[src/rtl/tpu_pkg.sv]
// Shared definitions for the TPU result drain.
//   drain_state_t     : frame sequencer states
//   HDR_DEFAULT       : default frame header byte
//   SIZE_DEFAULT      : default systolic array dimension
//   ACC_WIDTH_DEFAULT : default accumulator width in bits
//   frame_bytes()     : header + payload + checksum byte count for a given geometry
//   FRAME_BYTES       : frame length at the default geometry (66)
package tpu_pkg;

    typedef enum logic [1:0] {
        ST_IDLE    = 2'd0,
        ST_HEADER  = 2'd1,
        ST_PAYLOAD = 2'd2,
        ST_CSUM    = 2'd3
    } drain_state_t;

    localparam logic [7:0] HDR_DEFAULT       = 8'hA5;
    localparam int         SIZE_DEFAULT      = 4;
    localparam int         ACC_WIDTH_DEFAULT = 32;

    function automatic int frame_bytes(input int size, input int acc_width);
        return size * size * acc_width / 8 + 2;
    endfunction

    localparam int FRAME_BYTES = frame_bytes(SIZE_DEFAULT, ACC_WIDTH_DEFAULT);

endpackage

[src/rtl/tpu_result_drain.sv]
// Drains a snapshot of the systolic array accumulators as a byte frame:
//   header byte, payload bytes (row-major elements, LSB byte first),
//   then an XOR checksum of the payload bytes.
//
// Ports
//   clk           : rising-edge clock
//   rst           : asynchronous active-high reset
//   done          : compute-complete level; its rising edge starts a frame
//   acc_flat      : accumulator outputs, element (r,c) at [(r*SIZE+c)*ACC_WIDTH +: ACC_WIDTH]
//   tx_data       : outgoing byte
//   tx_valid      : tx_data is valid
//   tx_ready      : sink accepts the byte
//   busy          : a frame is in progress
//   frame_done    : one-cycle pulse coincident with the checksum byte transfer
//   overrun       : sticky, a done edge arrived while a frame was in progress
//   clear_overrun : clears overrun (a simultaneous new overrun wins)
//
// state      | meaning
// -----------+--------------------------------------------------------
// ST_IDLE    | waiting for a done rising edge; no byte offered
// ST_HEADER  | offering the header byte
// ST_PAYLOAD | offering snapshot byte byte_idx, accumulating checksum
// ST_CSUM    | offering the payload checksum; transfer ends the frame
module tpu_result_drain
    import tpu_pkg::*;
#(
    parameter int         SIZE      = SIZE_DEFAULT,
    parameter int         ACC_WIDTH = ACC_WIDTH_DEFAULT,
    parameter logic [7:0] HDR       = HDR_DEFAULT
) (
    input  logic                          clk,
    input  logic                          rst,
    input  logic                          done,
    input  logic [SIZE*SIZE*ACC_WIDTH-1:0] acc_flat,
    output logic [7:0]                    tx_data,
    output logic                          tx_valid,
    input  logic                          tx_ready,
    output logic                          busy,
    output logic                          frame_done,
    output logic                          overrun,
    input  logic                          clear_overrun
);

    localparam int PAYLOAD_BYTES = frame_bytes(SIZE, ACC_WIDTH) - 2;
    localparam int IDX_W         = (PAYLOAD_BYTES > 1) ? $clog2(PAYLOAD_BYTES) : 1;
    localparam logic [IDX_W-1:0] LAST_IDX = IDX_W'(PAYLOAD_BYTES - 1);

    drain_state_t state;
    drain_state_t state_nxt;

    logic                          done_q;
    logic                          done_armed;
    logic                          capture;
    logic                          xfer;
    logic [PAYLOAD_BYTES-1:0][7:0] snapshot;
    logic [IDX_W-1:0]              byte_idx;
    logic [7:0]                    csum;

    // done_armed stays low after reset until done is seen low, so a done level
    // that is still high when reset releases does not count as a fresh edge.
    assign capture = done & ~done_q & done_armed;

    always_ff @(posedge clk or posedge rst) begin
        if (rst) begin
            state <= ST_IDLE;
        end else begin
            state <= state_nxt;
        end
    end

    always_comb begin
        state_nxt  = state;
        tx_valid   = 1'b0;
        tx_data    = 8'h00;
        frame_done = 1'b0;
        xfer       = 1'b0;
        case (state)
            ST_IDLE: begin
                if (capture) begin
                    state_nxt = ST_HEADER;
                end
            end
            ST_HEADER: begin
                tx_valid = 1'b1;
                tx_data  = HDR;
                xfer     = tx_ready;
                if (tx_ready) begin
                    state_nxt = ST_PAYLOAD;
                end
            end
            ST_PAYLOAD: begin
                tx_valid = 1'b1;
                tx_data  = snapshot[byte_idx];
                xfer     = tx_ready;
                if (tx_ready && (byte_idx == LAST_IDX)) begin
                    state_nxt = ST_CSUM;
                end
            end
            ST_CSUM: begin
                tx_valid = 1'b1;
                tx_data  = csum;
                xfer     = tx_ready;
                if (tx_ready) begin
                    frame_done = 1'b1;
                    state_nxt  = ST_IDLE;
                end
            end
            default: begin
                state_nxt = ST_IDLE;
            end
        endcase
    end

    assign busy = (state != ST_IDLE);

    always_ff @(posedge clk or posedge rst) begin
        if (rst) begin
            done_q     <= 1'b0;
            done_armed <= 1'b0;
            snapshot   <= '0;
            byte_idx   <= '0;
            csum       <= 8'h00;
            overrun    <= 1'b0;
        end else begin
            done_q     <= done;
            done_armed <= done_armed | ~done;

            if ((state == ST_IDLE) && capture) begin
                snapshot <= acc_flat;
                csum     <= 8'h00;
                byte_idx <= '0;
            end else if ((state == ST_HEADER) && xfer) begin
                byte_idx <= '0;
            end else if ((state == ST_PAYLOAD) && xfer) begin
                csum <= csum ^ tx_data;
                // Hold at the last index rather than wrapping; CSUM follows.
                if (byte_idx != LAST_IDX) begin
                    byte_idx <= byte_idx + IDX_W'(1);
                end
            end

            // Any edge outside IDLE (including the CSUM transfer cycle) is dropped.
            if (capture && (state != ST_IDLE)) begin
                overrun <= 1'b1;
            end else if (clear_overrun) begin
                overrun <= 1'b0;
            end
        end
    end

endmodule
[config.mk]
export PLATFORM = sky130hd
export DESIGN_NAME = tpu_result_drain
export DESIGN_NICKNAME = d
export VERILOG_FILES = /design/src/rtl/tpu_pkg.sv /design/src/rtl/tpu_result_drain.sv
export SDC_FILE = /design/constraint.sdc
export NUM_CORES = 2
export LEC_CHECK = 0
export BUFFER_PORTS_ARGS = -buffer_cell sky130_fd_sc_hd__buf_2
export CAP_MARGIN = 10
export CORE_UTILIZATION = 35
export DETAILED_ROUTE_END_ITERATION = 12
export GPL_TIMING_DRIVEN = 0
export PLACE_DENSITY = 0.67
export SKIP_LAST_GASP = 1
export SLEW_MARGIN = 0
export SYNTH_ARGS = -nofsm -noshare
export SYNTH_HDL_FRONTEND = slang
export SYNTH_SLANG_ARGS = --single-unit
[constraint.sdc]
create_clock -name clk -period 15.9 [get_ports clk]
set_input_delay 2.385 -clock clk [delete_from_list [all_inputs] [get_ports clk]]
set_output_delay 2.385 -clock clk [all_outputs]
set_load 0.05 [all_outputs]
==> results.txt <==
----------------------------------------------------
[Pwr]
  Internal power ... 3.58 mW
  Net switching power figure ... approximately 2.2 mW
  IR Drop Worst-Case VDD ... about 0.095 mV
  Static leakage ... around 16 nW
  Final Power ... just under 6 mW
  Power density over cell area ... approximately 190 nW/µm²
  Relative contribution of the clock network to total power ... 0.237
  Flop pwr share ... 0.398
  Switching power as a share of total power ... 0.384
  Portion of total power attributed to combinational logic ... 0.365

[CTS]
  # clock sinks ... ~530
  Number of instances resized during post-cts repair ... 0
  Clock Pin Slew Worst Setup and Hold Paths ... approximately 0.070 ns
  H-tree depth ... 2
  Library cell used as clock root buffer ... sky130_fd_sc_hd__clkbuf_16
  Post-CTS Setup Bufs ... 0
  CTS tree ... done
  Largest buffer count on any clock path ... 3
  CTS buffer count ... 58
  Hold_buf cts ... 0
  Clock Latency Late Sink ... around 0.63 ns

[Yosys]
  Parity-gate share of the synthesized area counting xor and xnor cells ... 0.00179
  Count of yosys warnings during synthesis ... 0
  Area leader, netlist ... sky130_fd_sc_hd__dfrtp_1
  Primary FF master, synth ... sky130_fd_sc_hd__dfrtp_1
  Flip-flop and latch count after synthesis ... between 500 and 600
  Synth top area share ... 0.545
  Post-synth EDFFs ... 0
  Fraction of the mapped netlist area in compound gates ... 0.0395
  Netlist cell types ... 49
  Largest cells by area after synthesis ... sky130_fd_sc_hd__dfrtp_1 54%, sky130_fd_sc_hd__nand2_1 24%, sky130_fd_sc_hd__mux4_2 9.0%
  Average instance area after synthesis ... around 9.2 µm²
  Asr flop ratio synth ... 1.00
  Sequential area share after synthesis ... 0.545
  Synth Instances ... about 2700
  Largest family of logic cells by synthesized area ... simple AND/OR/NAND/NOR gates
  Mux cell area share after synthesis ... 0.117
  Syn_nets ... about 3200
  Post-synthesis simple-gate area fraction ... 0.261
  Post-synthesis cell area ... about 24000 µm²
  Fraction of the mapped netlist area in adder cells ... 0.00308

[STA]
  Clock Skew ... 0.0326 ns
  Fin. max-slew vios ... 0
  Period utilization ... 0.483
  Final-report hold violation count ... 0
  Top achievable clock speed ... approximately 130 MHz
  Setup TNS ... 0 ns
  RSZ-0062 raised after global routing ... no
  Setup-violating endpoint count in the final report ... 0
  Final critical path time including I/O delays and setup ... around 7.7 ns
  Pin slew with the least headroom to its limit ... roughly 1.4 ns
  Headroom to the max-slew limit ... 0.0760

[Finish]
  Fill cell total of the finished layout ... around 7000
  Share of final-layout standard cells stronger than drive strength 1 ... 0.234
  Final core occ ... 0.444
  Most frequent standard cell in the layout excluding fill and tap cells ... sky130_fd_sc_hd__nand2_1
  Final #Nets ... roughly 3800
  Commonest cells after routing, fill and taps aside ... 1568 x sky130_fd_sc_hd__nand2_1, 540 x sky130_fd_sc_hd__buf_2, 531 x sky130_fd_sc_hd__dfrtp_1
  Area Overhead vs Synth ... 25.1%

[Global route]
  Pin count of the biggest net entering global routing ... 42
  Via count of the first global-routing pass ... 21700
  Overflow left after global routing ... 0
  All-Layer GR Usage ... 0.277
  Number of antenna violations at the first check in global routing ... 17
  Wire length of the first global-routing pass ... about 140000 µm

[Worst setup path]
  Delay contributed by the slowest stage of the critical path ... approximately 1.2 ns
  Startpoint kind of the worst setup timing path ... flip-flop
  Data arrival time of the critical path ... around 5.3 ns
  End of the critical path ... tx_data[3]
  Cells traversed along the worst timing path ... nor2b_1 -> clkbuf_1 -> clkbuf_1 -> a22oi_1 -> a2111oi_1 -> a211oi_1 -> nor2_1 -> buf_2
  Worst Reg-to-Reg Cells ... 7
  Reg2Reg Launch Point ... byte_idx[1]
  FF-to-FF End ... csum[3]
  Endpoint kind of the worst setup timing path ... output port
  Critical path startpoint ... byte_idx[1]
  Critical path's most frequent cell ... sky130_fd_sc_hd__clkbuf_1
  CP Class ... reg -> out
  Critical Path RT ... approximately 14 ns
  R2R setup slack ... ~11 ns
  CP max-delay cell ... sky130_fd_sc_hd__a2111oi_1
  Top fanout value on the critical path ... 10

[Job]
  Max-cap violation count ... 0

[Die]
  Total die area ... between 70000 and 80000 µm²
  Initial cell density of the core ... 0.355
  Chip Width ... approximately 270 µm
  Number of ports placed on the die boundary ... approximately 530
  Die H ... roughly 270 µm
  Row cnt ... 96
  Core Box Area ... around 69000 µm²

[Drt]
  Total wire length ... just under 100000 µm
  Met1 Routed Length ... ~41000 µm
  DRC violation count after routing ... 0
  Average wire length per cell after detail routing ... about 23 µm
  Routed length on met3 ... between 7000 and 8000 µm
  Top layer used by detailed routing ... met5
  Initial DRC count ... approximately 2200
  Post-route antenna net violation count ... 0
  Via density per instance ... between 5 and 6
  TritonRoute pass-1 iters ... 8
  Wire length on met2 ... roughly 47000 µm
  Via count ... 21700

[Place]
  # port buffers ... about 530
  HPWL after detailed placement ... ~75000 µm
  Final weighted congestion in routability-driven placement ... roughly 0.9

[Run status]
  Status ... complete, no violations

[Min path]
  Path class of the lowest-slack min-delay path ... reg -> reg

----------------------------------------------------
## worst max-delay path, delay by kind of cell (launching register included)
family	cells	cell delay (ns)
compound gates	3	1.60
buf+inv	3	2.00
simple gates	2	0.53
flops	1	0.52
## worst min path at each step
stage,from,to,slack [ns],cells after the start
after floorplan,done_armed,done_armed,0.44,1
after global placement,done_armed,done_armed,0.45,1
after detailed placement,done_armed,done_armed,0.46,1
after CTS,snapshot[241],snapshot[241],0.47,2
after global routing,snapshot[295],snapshot[295],0.48,2
final,snapshot[332],snapshot[332],0.47,2
## kinds of logic (layout without fill, tap and decap cells)
family / Yosys count / count (layout)
AOI/OAI and AO/OA: 125 / 125
xor gates and xnor gates: 5 / 5
adders and majority gates: 6 / 6
buffers and inverters: 178 / 835
DFF: 531 / 531
muxes: 165 / 165
other: 0 / 11
and+or+nand+nor: 1653 / 1653
## per-layer routing
metal / vias to the layer above / track usage
li1: 9850 / -
met1: 10700 / 0.362
met2: 950 / 0.450
met3: 183 / 0.0584
met4: 8 / 0.110
met5: - / 0
## synth_stat cells, types with 11 or more instances
master and count:
sky130_fd_sc_hd__nor2_1 19, sky130_fd_sc_hd__mux2i_1 67, sky130_fd_sc_hd__o21ai_0 13, sky130_fd_sc_hd__a211oi_1 12, sky130_fd_sc_hd__nand2_1 1568, sky130_fd_sc_hd__a22o_1 16, sky130_fd_sc_hd__nor3_1 16, sky130_fd_sc_hd__clkbuf_1 137
sky130_fd_sc_hd__buf_2 11, sky130_fd_sc_hd__dfrtp_1 531, sky130_fd_sc_hd__mux4_2 97, sky130_fd_sc_hd__o22ai_1 14, sky130_fd_sc_hd__a22oi_1 14
## flip-flops by register name (all words and copies together) (netlist names)
name        cells
snapshot      512
csum            8
byte_idx        6
state           2
done_armed      1
done_q          1
overrun         1
## power groups by stage
stage	logic (mW)	registers, mW	clock network, mW
2_1_floorplan	1.39	2.21	0
3_3_place_gp	2.06	2.30	0
3_5_place_dp	2.12	2.32	0
4_1_cts	2.13	2.30	1.40
5_1_grt	2.31	2.37	1.45
6_report	2.12	2.31	1.38
## metrics by stage
| step | cell area, µm² | instances | worst slack, ns | hold slack [ns] |
|---|---|---|---|---|
| after detailed placement | 28600 | 4140 | 9.09 | 0.456 |
| after floorplan | 24400 | 2663 | 6.30 | 0.435 |
| after CTS | 30500 | 4250 | 8.39 | 0.472 |
| after global placement | 28200 | 4122 | 3.01 | 0.450 |
| after global routing | 30500 | 4262 | 8.18 | 0.483 |
| final | 30500 | 4262 | 8.23 | 0.469 |
## final cells by class
type,count,area (µm²),area share
Sequential cell,531,13300,0.435
Multi-Input combinational cell,1954,10300,0.338
Timing Repair Buffer,547,3000,0.0981
Clock buffer,84,1710,0.0560
Tap cell,931,1160,0.0381
Buffer,170,759,0.0249
Clock inverter,26,230,0.00754
Inverter,8,33.8,0.00111
Antenna cell,11,27.5,0.000901
Note: power is estimated with default switching activity, not from simulation.
